==> src/rtl/uart_pkg.sv <==
// uart_pkg: shared types and defaults for the UART transmit-side FIFO controller.
//   state_t    - launch FSM state encoding (IDLE, WAIT)
//   DATA_W_DEF - default byte width
package uart_pkg;

   localparam int DATA_W_DEF = 8;

   typedef enum logic [1:0] {
      IDLE = 2'd0,
      WAIT = 2'd1
   } state_t;

endpackage : uart_pkg

==> src/rtl/uart_sync_fifo.sv <==
// uart_sync_fifo: single-clock FIFO with registered occupancy and a sticky overflow flag.
// Ports:
//   clk, rst_n         - clock, asynchronous active-low reset
//   wr_dv, wr_data     - write strobe and data
//   rd_en              - pop request (ignored when empty)
//   ovf_clr            - clears the overflow flag (a simultaneous drop wins)
//   rd_data            - entry at the read pointer (valid whenever not empty)
//   full, empty, count - occupancy status, all derived from the count register
//   overflow           - sticky: a write arrived while full with no pop
// DEPTH must be a power of two (>= 2) so the pointers wrap naturally.
module uart_sync_fifo
   import uart_pkg::*;
#(
   parameter int DEPTH  = 16,
   parameter int DATA_W = DATA_W_DEF
) (
   input  logic                       clk,
   input  logic                       rst_n,
   input  logic                       wr_dv,
   input  logic [DATA_W-1:0]          wr_data,
   input  logic                       rd_en,
   input  logic                       ovf_clr,
   output logic [DATA_W-1:0]          rd_data,
   output logic                       full,
   output logic                       empty,
   output logic [$clog2(DEPTH):0]     count,
   output logic                       overflow
);

   localparam int AW = $clog2(DEPTH);
   localparam int CW = AW + 1;

   logic [DATA_W-1:0] mem_r [DEPTH];
   logic [AW-1:0]     wr_ptr_r;
   logic [AW-1:0]     rd_ptr_r;
   logic [CW-1:0]     count_r;
   logic [CW-1:0]     count_nxt_s;
   logic              overflow_r;
   logic              pop_s;
   logic              wr_acc_s;
   logic              drop_s;

   // Flags come straight from the count register, so they change only at a clock edge.
   assign full     = (count_r == CW'(DEPTH));
   assign empty    = (count_r == {CW{1'b0}});
   assign count    = count_r;
   assign overflow = overflow_r;
   assign rd_data  = mem_r[rd_ptr_r];

   // A pop frees a slot in the same cycle, so a write while full is still accepted then.
   assign pop_s    = rd_en & ~empty;
   assign wr_acc_s = wr_dv & (~full | pop_s);
   assign drop_s   = wr_dv & full & ~pop_s;

   // Next occupancy from the accept/pop pair.
   always_comb begin
      count_nxt_s = count_r;
      case ({wr_acc_s, pop_s})
         2'b10:   count_nxt_s = count_r + {{(CW-1){1'b0}}, 1'b1};
         2'b01:   count_nxt_s = count_r - {{(CW-1){1'b0}}, 1'b1};
         default: count_nxt_s = count_r;
      endcase
   end

   // Storage array; contents need no reset because count gates visibility.
   always_ff @(posedge clk) begin
      if (wr_acc_s) begin
         mem_r[wr_ptr_r] <= wr_data;
      end
   end

   // Pointers and occupancy; pointers wrap modulo DEPTH by width.
   always_ff @(posedge clk or negedge rst_n) begin
      if (!rst_n) begin
         wr_ptr_r <= {AW{1'b0}};
         rd_ptr_r <= {AW{1'b0}};
         count_r  <= {CW{1'b0}};
      end else begin
         if (wr_acc_s) begin
            wr_ptr_r <= wr_ptr_r + {{(AW-1){1'b0}}, 1'b1};
         end
         if (pop_s) begin
            rd_ptr_r <= rd_ptr_r + {{(AW-1){1'b0}}, 1'b1};
         end
         count_r <= count_nxt_s;
      end
   end

   // Sticky overflow; a drop in the same cycle as a clear keeps the flag set.
   always_ff @(posedge clk or negedge rst_n) begin
      if (!rst_n) begin
         overflow_r <= 1'b0;
      end else if (drop_s) begin
         overflow_r <= 1'b1;
      end else if (ovf_clr) begin
         overflow_r <= 1'b0;
      end else begin
         overflow_r <= overflow_r;
      end
   end

endmodule : uart_sync_fifo

==> src/rtl/uart_tx_fifo_ctrl.sv <==
// uart_tx_fifo_ctrl: queues received bytes and launches them one at a time into uart_tx.
// Ports:
//   i_Clock, i_Rst_n        - clock, asynchronous active-low reset
//   i_Wr_DV, i_Wr_Byte      - write strobe/data from uart_rx
//   o_Full, o_Empty, o_Count- FIFO occupancy status
//   o_Overflow, i_Ovf_Clr   - sticky dropped-write flag and its clear
//   o_Tx_DV, o_Tx_Byte      - one-cycle launch pulse and held byte to uart_tx
//   i_Tx_Active, i_Tx_Done  - status from uart_tx
// After reset the FSM sits in IDLE and waits for i_Tx_Active to drop, so a byte
// already inside uart_tx completes without being overrun.
module uart_tx_fifo_ctrl
   import uart_pkg::*;
#(
   parameter int DEPTH  = 16,
   parameter int DATA_W = DATA_W_DEF
) (
   input  logic                   i_Clock,
   input  logic                   i_Rst_n,
   input  logic                   i_Wr_DV,
   input  logic [DATA_W-1:0]      i_Wr_Byte,
   output logic                   o_Full,
   output logic                   o_Empty,
   output logic [$clog2(DEPTH):0] o_Count,
   output logic                   o_Overflow,
   input  logic                   i_Ovf_Clr,
   output logic                   o_Tx_DV,
   output logic [DATA_W-1:0]      o_Tx_Byte,
   input  logic                   i_Tx_Active,
   input  logic                   i_Tx_Done
);

   state_t            state_r;
   state_t            state_nxt_s;
   logic              pop_s;
   logic [DATA_W-1:0] fifo_rd_data_s;
   logic              tx_dv_r;
   logic [DATA_W-1:0] tx_byte_r;

   uart_sync_fifo #(
      .DEPTH  (DEPTH),
      .DATA_W (DATA_W)
   ) u_fifo (
      .clk      (i_Clock),
      .rst_n    (i_Rst_n),
      .wr_dv    (i_Wr_DV),
      .wr_data  (i_Wr_Byte),
      .rd_en    (pop_s),
      .ovf_clr  (i_Ovf_Clr),
      .rd_data  (fifo_rd_data_s),
      .full     (o_Full),
      .empty    (o_Empty),
      .count    (o_Count),
      .overflow (o_Overflow)
   );

   // Launch FSM next-state and pop decision.
   always_comb begin
      state_nxt_s = state_r;
      pop_s       = 1'b0;
      case (state_r)
         IDLE: begin
            if (!o_Empty && !i_Tx_Active) begin
               pop_s       = 1'b1;
               state_nxt_s = WAIT;
            end else begin
               state_nxt_s = IDLE;
            end
         end
         WAIT: begin
            if (i_Tx_Done) begin
               state_nxt_s = IDLE;
            end else begin
               state_nxt_s = WAIT;
            end
         end
         default: begin
            state_nxt_s = IDLE;
         end
      endcase
   end

   // FSM state register.
   always_ff @(posedge i_Clock or negedge i_Rst_n) begin
      if (!i_Rst_n) begin
         state_r <= IDLE;
      end else begin
         state_r <= state_nxt_s;
      end
   end

   // Launch registers: the pulse lasts one cycle, the byte holds until the next pop.
   always_ff @(posedge i_Clock or negedge i_Rst_n) begin
      if (!i_Rst_n) begin
         tx_dv_r   <= 1'b0;
         tx_byte_r <= {DATA_W{1'b0}};
      end else begin
         tx_dv_r <= pop_s;
         if (pop_s) begin
            tx_byte_r <= fifo_rd_data_s;
         end else begin
            tx_byte_r <= tx_byte_r;
         end
      end
   end

   assign o_Tx_DV   = tx_dv_r;
   assign o_Tx_Byte = tx_byte_r;

endmodule : uart_tx_fifo_ctrl

==> config.mk <==
export PLATFORM = sky130hd
export DESIGN_NAME = uart_tx_fifo_ctrl
export DESIGN_NICKNAME = d
export VERILOG_FILES = /design/src/rtl/uart_pkg.sv /design/src/rtl/uart_sync_fifo.sv /design/src/rtl/uart_tx_fifo_ctrl.sv
export SDC_FILE = /design/constraint.sdc
export NUM_CORES = 1
export LEC_CHECK = 0
export ABC_CLOCK_PERIOD_IN_PS = 2500
export BUFFER_PORTS_ARGS = -buffer_cell sky130_fd_sc_hd__buf_2
export CAP_MARGIN = 10
export CORE_AREA = 2 2 84 146
export DETAILED_ROUTE_END_ITERATION = 8
export DIE_AREA = 0 0 86 148
export HOLD_SLACK_MARGIN = 0.05
export PLACE_DENSITY = 0.75
export SKIP_LAST_GASP = 1
export SYNTH_ARGS = -nofsm -noshare
export SYNTH_HDL_FRONTEND = slang
export SYNTH_SLANG_ARGS = --single-unit
==> constraint.sdc <==
create_clock -name i_Clock -period 2.5 [get_ports i_Clock]
set_clock_uncertainty 0.15 [all_clocks]
set_input_delay 0.5 -clock i_Clock [delete_from_list [all_inputs] [get_ports i_Clock]]
set_output_delay 0.5 -clock i_Clock [all_outputs]
set_load 0.05 [all_outputs]
==> results of run 1 <==
-- cell type report --
type / instances / area share (%)
tap: 135 / 2.336
timing repair buffer: 56 / 4.984
sequential: 152 / 61.56
multi-input combinational: 141 / 21.91
clock buffer: 22 / 7.321
inverter: 10 / 0.5192
clock inverter: 10 / 1.367
-- stage by stage --
step           util (%)  power [W]
4_1_cts           62.69   0.008619
2_1_floorplan         -   0.005408
6_report          62.78   0.008548
3_5_place_dp      57.15   0.006010
3_3_place_gp      57.15   0.005923
5_1_grt           62.78   0.008925
-- registers in the layout, indices dropped and copies added, names as in the netlist --
register / count
u_fifo.mem_r: 128
o_Tx_Byte: 8
u_fifo.count: 5
u_fifo.rd_ptr_r: 4
u_fifo.wr_ptr_r: 4
o_Tx_DV: 1
state_r: 1
u_fifo.overflow: 1
-- power groups by stage --
stage	Combinational [W]	Clock, W	Sequential [W]
after floorplan	0.00165	0	0.00376
final	0.00255	0.00260	0.00339
after global placement	0.00250	0	0.00342
after CTS	0.00258	0.00263	0.00340
after detailed placement	0.00256	0	0.00345
after global routing	0.00277	0.00272	0.00343
-- worst max path at each step --
stage                                from              end
after floorplan           u_fifo.count[2]  u_fifo.count[4]
after global placement        i_Tx_Active  u_fifo.count[4]
after detailed placement      i_Tx_Active  u_fifo.count[3]
after CTS                 u_fifo.count[0]           o_Full
after global routing      u_fifo.count[0]  u_fifo.count[3]
final                     u_fifo.count[0]           o_Full
-- cells by family after synthesis --
family | share of synthesized area [%]
DFF | 72.09
and+or+nand+nor | 4.202
muxes | 15.02
buffers and inverters | 2.557
xor gates and xnor gates | 1.705
AOI/OAI and AO/OA | 2.801
adders and majority gates | 1.624
-- cell usage in the layout, fill, tap and decap left out, drive strengths merged --
cell type and count:
o221ai 8, o21ai 4, a31oi 1, dfrtp 24, nand4 2, ha 8
inv 14, buf 55, a32oi 1, dlygate4sd3 1, nor4 1, a21oi 4
and3b 2, and2 2, nand2b 3, mux4 32, a21o 1, bufinv 1
mux2 1, nor4b 1, nor2b 1, clkinv 3, clkinvlp 2, nor2 13
xnor2 7, or2 1, o31ai 1, edfxtp 128, nor3 4, nand2 21
clkbuf 22, a32o 1, mux2i 16, xor2 5
-- layer usage --
layer | share of wire, % | up-vias | wire length [µm] | track usage [%]
met1 | 37 | 1581 | 4049 | 20.43
li1 | - | 1382 | - | -
met4 | 1.2 | 0 | 125 | 6.667
met2 | 59 | 62 | 6364 | 34.42
met5 | 0 | - | 0 | 0
met3 | 3.0 | 11 | 328 | 4.969
-- timing repair --
| item | CTS | global route |
|---|---|---|
| endpoints found under the hold margin | 24 | 0 |
| hold buffers | 1 | 0 |
| gates resized for setup | 0 | 1 |
| buffers inserted | 0 | 1 |
| setup endpoints to repair | 0 | 3 |
==> metrics.cfg, run 1 <==
[routing]
drtIter0Drc = 173
drt-total-wl_um = 10870
routedWlPerCell_um = 20.66
drcViolationCount = 0
ant_nets = 0
vias = 3036
vias_per_cell = 5.772
dr.pass1.iters = 4

[pwr]
netSwitchingFraction_pct = 31.85
power.clock.fraction_pct = 30.5
combPwrFrac_pct = 29.8
switching_power_w = 0.002723
pwr-share-seq_pct = 39.7
internal-power_w = 0.005825
ir_drop_mv = 0.5807
p_leak_nw = 2.621
p_per_area_mw_per_mm2 = 1182

[die]
pin_count = 31
die-area_mm2 = 0.01273
fp-row-count = 52
coreArea_mm2 = 0.01152
die_x_um = 86
die_h_um = 148
start_util_pct = 53.53

[global_route]
grt_pass1_vias = 3198
grt.overflow.total = 0
grt_max_degree = 35
grt_pass1_wl_um = 17280
grt_use_total_pct = 18.78
antenna_found_initial = 0

[synth]
mappedNetlistArea_mm2 = 0.006165
synth-edff-count = 128
synth_cells = 318
yosysWarnings = 0
netlist.area_leader.share_pct = 62.35
yosys.cell_types.count = 37
synthFlopType = edfxtp_1
synth_common_cells = 128 x edfxtp_1, 24 x dfrtp_1, 23 x mux4_2
synth_area_per_cell_um2 = 19.39
synth_top_area_cell = edfxtp_1
yosysSeqAreaShare_pct = 72.09
async_flop_share_pct = 15.79
ys_seq_elements = 152
synthTopCellsByArea = edfxtp_1 62%, dfrtp_1 9.7%, mux4_2 8.4%
yosysMostFrequentCell = edfxtp_1
syn_nets = 340

[min_path]
min-delay-start = i_Tx_Done
min_to = state_r[0]
hold_depth = 2
hold_class = primary input to flip-flop

[sta]
slew_headroom_pct = 64.21
hold_ws_ns = 0.1095
max_freq_mhz = 416.8
finalWorstSetupSlack_ns = 0.1008
finalMaxSlewViolations = 0
finalHoldViolCount = 0
rsz0062_at_grt = yes
tns_ns = 0
fin_crit_ns = 2.399
setup_violations = 0
finalCritPeriodShare_pct = 95.97
worst_pin_slew_ns = 0.5368

[placed_design]
place_area_mm2 = 0.006581
dp_slack_ns = 0.02560
routabilityCongestion = 0.7732
io_buffers = 30
dp.cells = 492
place_hpwl_um = 7319

[worst_setup_path]
worstPathArrival_ns = 1.75
cp.depth = 3
cpMaxStageDelayCell = dfrtp_2
r2r_start = u_fifo.count[0]
cp_data_required_time_ns = 1.85
worstSetupPathType = flip-flop to output pin
worst-path-max-fanout = 5
r2r_cells = 10
cp_top_family = simple AND/OR/NAND/NOR gates
cp-end-kind = output pin
crit_path_start_kind = flip-flop
path_buf_inv = 1
r2r_end = u_fifo.count[4]
critPathMaxStageDelay_ns = 0.45
cp_cell_sequence = nor4_4 -> and2_1 -> buf_2
r2r_slack_ns = 0.15

[clocking]
cts-root-buf = clkbuf_16
clk_pin_slew_ns = 0.06
tritoncts = done
cts_sinks = 152
numCtsBuffers = 17
htree_levels = 4
insertion_delay_ns = 0.42
clockBufferDepth = 2

[finish]
drive_gt1_share_pct = 32.74
register_area_mm2 = 0.004451
finalInstanceArea_mm2 = 0.007229
nNetsFinal = 400
diodes = 0
fin_cells = 526
multi_input_area_mm2 = 0.001584
fillers = 777
syn_to_final_growth_pct = 17.27

[run_status]
status = finished clean

[run]
drv_cap = 0

Note: power is estimated with default switching activity, not from simulation.
==> run 2, diff against run 1 <==
--- a/config.mk
+++ b/config.mk
@@ -5,14 +5,15 @@
 export SDC_FILE = /design/constraint.sdc
 export NUM_CORES = 1
 export LEC_CHECK = 0
+export ABC_AREA = 1
 export ABC_CLOCK_PERIOD_IN_PS = 2500
 export BUFFER_PORTS_ARGS = -buffer_cell sky130_fd_sc_hd__buf_2
 export CAP_MARGIN = 10
-export CORE_AREA = 2 2 84 146
+export CORE_AREA = 2 2 88 153
 export DETAILED_ROUTE_END_ITERATION = 8
-export DIE_AREA = 0 0 86 148
+export DIE_AREA = 0 0 90 155
 export HOLD_SLACK_MARGIN = 0.05
-export PLACE_DENSITY = 0.75
+export PLACE_DENSITY = 0.74
 export SKIP_LAST_GASP = 1
 export SYNTH_ARGS = -nofsm -noshare
 export SYNTH_HDL_FRONTEND = slang
==> metrics.cfg, run 2 <==
[run_status]
status = finished clean  ; unchanged

[clocking]
tritoncts = done  ; unchanged
numCtsBuffers = 17  ; unchanged
cts_sinks = 152  ; unchanged
htree_levels = 4  ; unchanged
cts-root-buf = clkbuf_16  ; unchanged
clockBufferDepth = 2  ; unchanged
insertion_delay_ns = 0.42  ; about the same
clk_pin_slew_ns = 0.06  ; about the same

[sta]
finalHoldViolCount = 0  ; unchanged
worst_pin_slew_ns = 0.7025  ; was 0.5368 ns
slew_headroom_pct = 53.17  ; was 64.21%
rsz0062_at_grt = no  ; was yes
setup_violations = 0  ; unchanged
max_freq_mhz = 424.8  ; was 416.8 MHz
finalMaxSlewViolations = 0  ; unchanged
fin_crit_ns = 2.354  ; was 2.399 ns
finalCritPeriodShare_pct = 94.16  ; was 95.97%

[worst_setup_path]
worst-path-max-fanout = 6  ; was 5
path_buf_inv = 2  ; was 1
worstSetupPathType = flip-flop to flip-flop  ; was flip-flop to output pin
cp_data_required_time_ns = 2.67  ; was 1.85 ns
r2r_start = u_fifo.count[3]  ; was u_fifo.count[0]
cpMaxStageDelayCell = dfrtp_2  ; unchanged
r2r_cells = 17  ; was 10
cp_cell_sequence = nor2_2 -> nand2_2 -> nor2_4 -> inv_2 -> nand2_4 -> nand2_4 -> nand2_4 -> ha_4 -> xor2_2 -> ha_1 -> inv_1 -> nand2_1 -> nand3_1 -> nand3_1 -> nand2_1 -> nand2_1 -> nand2_1  ; was nor4_4 -> and2_1 -> buf_2
r2r_slack_ns = 0.15  ; about the same
crit_top_cell = nand2_1
cp-end-kind = flip-flop  ; was output pin
r2r_end = u_fifo.count[4]  ; unchanged
worstPathArrival_ns = 2.52  ; was 1.75 ns
cp_top_family = simple AND/OR/NAND/NOR gates  ; unchanged
crit_path_start_kind = flip-flop  ; unchanged
critPathMaxStageDelay_ns = 0.45  ; about the same

[finish]
register_area_mm2 = 0.004452  ; was 0.004451 mm²
drive_gt1_share_pct = 14.52  ; was 32.74%
largest_reg_flops = 128  ; unchanged
diodes = 0  ; unchanged
fin_cells = 915  ; was 526
final_cell_mix = 223 x nand2_1, 128 x edfxtp_1, 116 x inv_1  ; was 128 x edfxtp_1, 30 x buf_2, 24 x buf_4
multi_input_area_mm2 = 0.001793  ; was 0.001584 mm²
nNetsFinal = 753  ; was 400
mostFrequentLayoutCell = nand2_1  ; was edfxtp_1
fillers = 1032  ; was 777
utilization_pct = 61.78  ; was 62.78%
syn_to_final_growth_pct = 16.39  ; was 17.27%
regMostFlops = u_fifo.mem_r  ; unchanged

[die]
die-area_mm2 = 0.01395  ; was 0.01273 mm²
start_util_pct = 53.08  ; was 53.53%
die_x_um = 90  ; was 86 µm
pin_count = 31  ; unchanged
fp-row-count = 55  ; was 52
die_h_um = 155  ; was 148 µm
coreArea_mm2 = 0.01280  ; was 0.01152 mm²

[placed_design]
io_buffers = 30  ; unchanged
dp.cells = 882  ; was 492
routabilityCongestion = 0.8888  ; was 0.7732
place_hpwl_um = 10200  ; was 7319 µm

[global_route]
grt_pass1_wl_um = 24060  ; was 17280 µm
grt_pass1_vias = 4641  ; was 3198
grt.overflow.total = 0  ; unchanged
antenna_found_initial = 0  ; unchanged
grt_use_total_pct = 22.67  ; was 18.78%
grt_max_degree = 67  ; was 35

[synth]
synth_cells = 684  ; was 318
synth_top_area_cell = edfxtp_1  ; unchanged
ys_seq_elements = 152  ; unchanged
synth_common_cells = 224 x nand2_1, 128 x edfxtp_1, 118 x inv_1  ; was 128 x edfxtp_1, 24 x dfrtp_1, 23 x mux4_2
mappedNetlistArea_mm2 = 0.006794  ; was 0.006165 mm²
async_flop_share_pct = 15.79  ; unchanged
netlist.area_leader.share_pct = 56.57  ; was 62.35%
yosysWarnings = 0  ; unchanged
yosys.cell_types.count = 21  ; was 37
yosysSeqAreaShare_pct = 65.41  ; was 72.09%
synth_area_per_cell_um2 = 9.933  ; was 19.39 µm²
yosysMostFrequentCell = nand2_1  ; was edfxtp_1
synth-edff-count = 128  ; unchanged
synthFlopType = edfxtp_1  ; unchanged
synthTopCellsByArea = edfxtp_1 57%, nand2_1 12%, dfrtp_1 8.8%  ; was edfxtp_1 62%, dfrtp_1 9.7%, mux4_2 8.4%
syn_nets = 706  ; was 340

[min_path]
min-delay-start = i_Tx_Done  ; unchanged
hold_class = primary input to flip-flop  ; unchanged
min_to = state_r[0]  ; unchanged
hold_depth = 2  ; unchanged

[pwr]
ir_drop_mv = 1.154  ; was 0.5807 mV
power.clock.fraction_pct = 28.1  ; was 30.5%
p_leak_nw = 3.568  ; was 2.621 nW
switching_power_w = 0.003656  ; was 0.002723 W
internal-power_w = 0.005702  ; was 0.005825 W
netSwitchingFraction_pct = 39.07  ; was 31.85%
pwr-share-seq_pct = 35.8  ; was 39.7%
p_per_area_mw_per_mm2 = 1183  ; was 1182 mW/mm²
combPwrFrac_pct = 36.1  ; was 29.8%

[routing]
vias_per_cell = 5.208  ; was 5.772
dr.pass1.iters = 5  ; was 4
routedWlPerCell_um = 16.74  ; was 20.66 µm
drt-total-wl_um = 15320  ; was 10870 µm
vias = 4765  ; was 3036
drcViolationCount = 0  ; unchanged
ant_nets = 0  ; unchanged
drtIter0Drc = 370  ; was 173

[run]
drv_cap = 0  ; unchanged

run 2: worst max path at each step:
stage / from / to / slack (ns) / cells past startpoint
finish: u_fifo.count[3] / u_fifo.count[4] / 0.15 / 17
global route: u_fifo.count[3] / u_fifo.count[4] / 0.0009 / 17
CTS: u_fifo.count[3] / u_fifo.count[4] / 0.1 / 16
detailed placement: u_fifo.count[3] / u_fifo.count[4] / 0.12 / 16
global placement: i_Tx_Active / u_fifo.mem_r[13][3] / 0.16 / 8
floorplan: u_fifo.count[3] / u_fifo.count[4] / -0.21 / 18
run 2: per-layer routing:
layer,global-route usage (%),vias up,share of wire [%]
met5,0,-,0
li1,-,2280,-
met2,40.03,161,54
met1,25.95,2282,38
met3,3.584,42,3.8
met4,13.41,0,4.2
run 2: layout make-up:
| cell class | instances | share of cell area, % |
|---|---|---|
| Sequential cell | 152 | 56.30 |
| Tap cell | 171 | 2.706 |
| Inverter | 119 | 5.649 |
| Clock buffer | 18 | 5.554 |
| Timing Repair Buffer | 58 | 4.953 |
| Clock inverter | 14 | 2.168 |
| Multi-Input combinational cell | 383 | 22.67 |
run 2: worst register-to-register path, cell delays in order, from the launching register on:
cell	delay (ns)
dfrtp_2	0.45
nor2_2	0.14
nand2_2	0.11
nor2_4	0.13
inv_2	0.05
nand2_4	0.08
nand2_4	0.07
nand2_4	0.08
ha_4	0.17
xor2_2	0.17
ha_1	0.16
inv_1	0.04
nand2_1	0.09
nand3_1	0.11
nand3_1	0.10
nand2_1	0.05
nand2_1	0.05
nand2_1	0.04
run 2: power by group through the flow:
stage,clock [W],combinational (W),sequential (W)
final,0.00263,0.00338,0.00335
after global routing,0.00275,0.00367,0.00339
after CTS,0.00264,0.00336,0.00334
after detailed placement,0,0.00334,0.00339
after global placement,0,0.00323,0.00337
after floorplan,0,0.00207,0.00370
run 2: per-stage QoR:
| stage | instance area, µm² | setup WS, ns | power [W] | TNS [ns] | hold WS [ns] |
|---|---|---|---|---|---|
| finish | 7908 | 0.1460 | 0.009358 | 0 | 0.1001 |
| global route | 7908 | 0.0008531 | 0.009808 | 0 | 0.1124 |
| CTS | 7896 | 0.09880 | 0.009347 | 0 | 0.1005 |
| detailed placement | 7276 | 0.1175 | 0.006731 | 0 | 0.3101 |
| global placement | 7276 | 0.1621 | 0.006592 | 0 | 0.3140 |
| floorplan | 6842 | -0.2061 | 0.005771 | -0.3150 | 0.05441 |
run 2: cells by family after synthesis:
group	count (synthesis)	share of synthesized area (%)
compound gates	7	0.5524
flops	152	65.41
xor+xnor	10	1.289
buf+inv	149	8.821
simple gates	358	22.45
fa+ha+maj	8	1.473
run 2: repair_timing:
item,CTS,global route
buffers inserted,0,0
hold buffers,1,0
endpoints found under the setup margin,0,2
hold endpoints to repair,24,0
resized for setup,0,2
==> run 3, diff against run 2 <==
--- a/config.mk
+++ b/config.mk
@@ -9,11 +9,12 @@
 export ABC_CLOCK_PERIOD_IN_PS = 2500
 export BUFFER_PORTS_ARGS = -buffer_cell sky130_fd_sc_hd__buf_2
 export CAP_MARGIN = 10
-export CORE_AREA = 2 2 88 153
+export CORE_AREA = 2 2 86 150
+export CTS_BUF_LIST = sky130_fd_sc_hd__clkbuf_4
 export DETAILED_ROUTE_END_ITERATION = 8
-export DIE_AREA = 0 0 90 155
+export DIE_AREA = 0 0 88 152
 export HOLD_SLACK_MARGIN = 0.05
-export PLACE_DENSITY = 0.74
+export PLACE_DENSITY = 0.77
 export SKIP_LAST_GASP = 1
 export SYNTH_ARGS = -nofsm -noshare
 export SYNTH_HDL_FRONTEND = slang
==> metrics.cfg, run 3 (synthesis results as in run 2) <==
[finish]
final_cell_mix = 223 x nand2_1, 128 x edfxtp_1, 116 x inv_1  ; unchanged
regMostFlops = u_fifo.mem_r  ; unchanged
drive_gt1_share_pct = 15.61  ; was 14.52%
finalInstanceArea_mm2 = 0.007721  ; was 0.007908 mm²
largest_reg_flops = 128  ; unchanged
mostFrequentLayoutCell = nand2_1  ; unchanged
nNetsFinal = 765  ; was 753
syn_to_final_growth_pct = 13.65  ; was 16.39%

[die]
die_x_um = 88  ; was 90 µm
die-area_mm2 = 0.01338  ; was 0.01395 mm²
start_util_pct = 55.56  ; was 53.08%
pin_count = 31  ; unchanged
fp-row-count = 54  ; was 55
die_h_um = 152  ; was 155 µm
coreArea_mm2 = 0.01223  ; was 0.01280 mm²

[sta]
fin_crit_ns = 2.322  ; was 2.354 ns
finalMaxSlewViolations = 0  ; unchanged
finalHoldViolCount = 0  ; unchanged
slew_headroom_pct = 53.47  ; was 53.17%
worst_pin_slew_ns = 0.6979  ; was 0.7025 ns
max_freq_mhz = 430.6  ; was 424.8 MHz
finalCritPeriodShare_pct = 92.90  ; was 94.16%
setup_violations = 0  ; unchanged
tns_ns = 0  ; unchanged

[routing]
dr.pass1.iters = 5  ; unchanged
routedWlPerCell_um = 15.98  ; was 16.74 µm
wl_met1_um = 5217  ; was 5763 µm
route.met2.wl_um = 7914  ; was 8323 µm
routed.top_layer = met4  ; unchanged
vias = 4781  ; was 4765
drt-total-wl_um = 14780  ; was 15320 µm
vias_per_cell = 5.169  ; was 5.208
met3WireLength_um = 712  ; was 582 µm
ant_nets = 0  ; unchanged
drcViolationCount = 0  ; unchanged
drtIter0Drc = 295  ; was 370

[clocking]
clk_pin_slew_ns = 0.14  ; was 0.06 ns
numCtsBuffers = 17  ; unchanged
tritoncts = done  ; unchanged
cts-root-buf = clkbuf_4  ; was clkbuf_16
cts_sinks = 152  ; unchanged
insertion_delay_ns = 0.56  ; was 0.42 ns
clockBufferDepth = 2  ; unchanged
htree_levels = 4  ; unchanged

[worst_setup_path]
worst-path-max-fanout = 4  ; was 6
r2r_slack_ns = 0.20  ; was 0.15 ns
r2r_start = u_fifo.count[3]  ; unchanged
cp-end-kind = output pin  ; was flip-flop
worstSetupPathType = flip-flop to output pin  ; was flip-flop to flip-flop
worstPathArrival_ns = 1.67  ; was 2.52 ns
r2r_cells = 18  ; was 17
r2r_end = u_fifo.count[4]  ; unchanged
cp_data_required_time_ns = 1.85  ; was 2.67 ns
crit_path_start_kind = flip-flop  ; unchanged

[min_path]
min-delay-start = i_Wr_DV  ; was i_Tx_Done
hold_depth = 3  ; was 2
hold_class = primary input to flip-flop  ; unchanged
min_to = u_fifo.wr_ptr_r[3]  ; was state_r[0]

[placed_design]
routabilityCongestion = 0.8928  ; was 0.8888
io_buffers = 30  ; unchanged
place_area_mm2 = 0.007282  ; was 0.007276 mm²
place_hpwl_um = 9891  ; was 10200 µm

[global_route]
grt.overflow.total = 0  ; unchanged
grt_use_total_pct = 23.27  ; was 22.67%
grt_pass1_vias = 4917  ; was 4641
antenna_found_initial = 1  ; was 0
grt_max_degree = 67  ; unchanged
grt_pass1_wl_um = 23070  ; was 24060 µm

[run_status]
status = finished clean  ; unchanged

[pwr]
ir_drop_mv = 0.9225  ; was 1.154 mV
power_w = 0.008475  ; was 0.009358 W
p_per_area_mw_per_mm2 = 1098  ; was 1183 mW/mm²
p_leak_nw = 3.501  ; was 3.568 nW

[run]
drv_cap = 0  ; unchanged

==> run 3: cell count changes in the layout (fill, tap and decap cells not counted), sizes merged <==
cell         previous run  this run
clkbuf                 18        17
buf                    57        67
dlygate4sd3             1         3
diode                   0         1
clkinvlp                3         2
bufinv                  3         4
clkinv                  6         7
==> run 3: power breakdown <==
| group | switching [W] | internal, W |
|---|---|---|
| sequential | 0.000225 | 0.00311 |
| clock | 0.000887 | 0.000799 |
| combinational | 0.00240 | 0.00106 |
==> run 3: layer usage <==
layer  vias to the layer above  track usage [%]
met4                         0            15.97
met5                         -                0
met2                       183            40.87
met3                        50            3.857
met1                      2243            24.31
li1                       2305                -
==> run 3: worst max path at each step <==
| stage | startpoint | endpoint | slack [ns] | depth (start not counted) |
|---|---|---|---|---|
| global route | u_fifo.count[1] | u_fifo.count[4] | -0.03 | 18 |
| global placement | u_fifo.count[3] | u_fifo.count[4] | 0.21 | 17 |
| finish | u_fifo.count[3] | o_Full | 0.18 | 4 |
| CTS | u_fifo.count[3] | o_Full | 0.13 | 4 |
| detailed placement | u_fifo.count[3] | u_fifo.count[4] | 0.16 | 17 |
| floorplan | u_fifo.count[3] | u_fifo.count[4] | -0.21 | 18 |
==> run 3: metrics by stage <==
| stage | cells | hold slack [ns] | util, % | worst slack, ns |
|---|---|---|---|---|
| 5_1_grt | 925 | 0.1184 | 63.14 | -0.03254 |
| 4_1_cts | 917 | 0.07356 | 62.47 | 0.1282 |
| 3_5_place_dp | 882 | 0.3161 | 59.55 | 0.1644 |
| 3_3_place_gp | 882 | 0.3155 | 59.55 | 0.2071 |
| 6_report | 925 | 0.1073 | 63.14 | 0.1776 |
| 2_1_floorplan | 684 | 0.05441 | - | -0.2061 |
==> run 3: repair_timing <==
item | 4_1_cts | 5_1_grt
gates resized for setup | 0 | 3
endpoints found under the setup margin | 0 | 2
endpoints found under the hold margin | 26 | 0
buffers inserted | 0 | 7
hold buffers | 3 | 0
==> run 3: cell type report <==
type / instances / area, µm²
timing repair buffer: 70 / 486.7
tap: 168 / 210.2
inverter: 119 / 446.7
clock inverter: 15 / 200.2
clock buffer: 17 / 127.6
antenna: 1 / 2.502
fill: 949 / 4508
multi-input combinational: 383 / 1795
sequential: 152 / 4452
==> run 3: worst max-delay path, stage by stage, from the launching register on <==
cell     delay, ns
dfrtp_2       0.46
nor2_2        0.13
nand2_2       0.09
nor2_4        0.14
buf_2         0.28
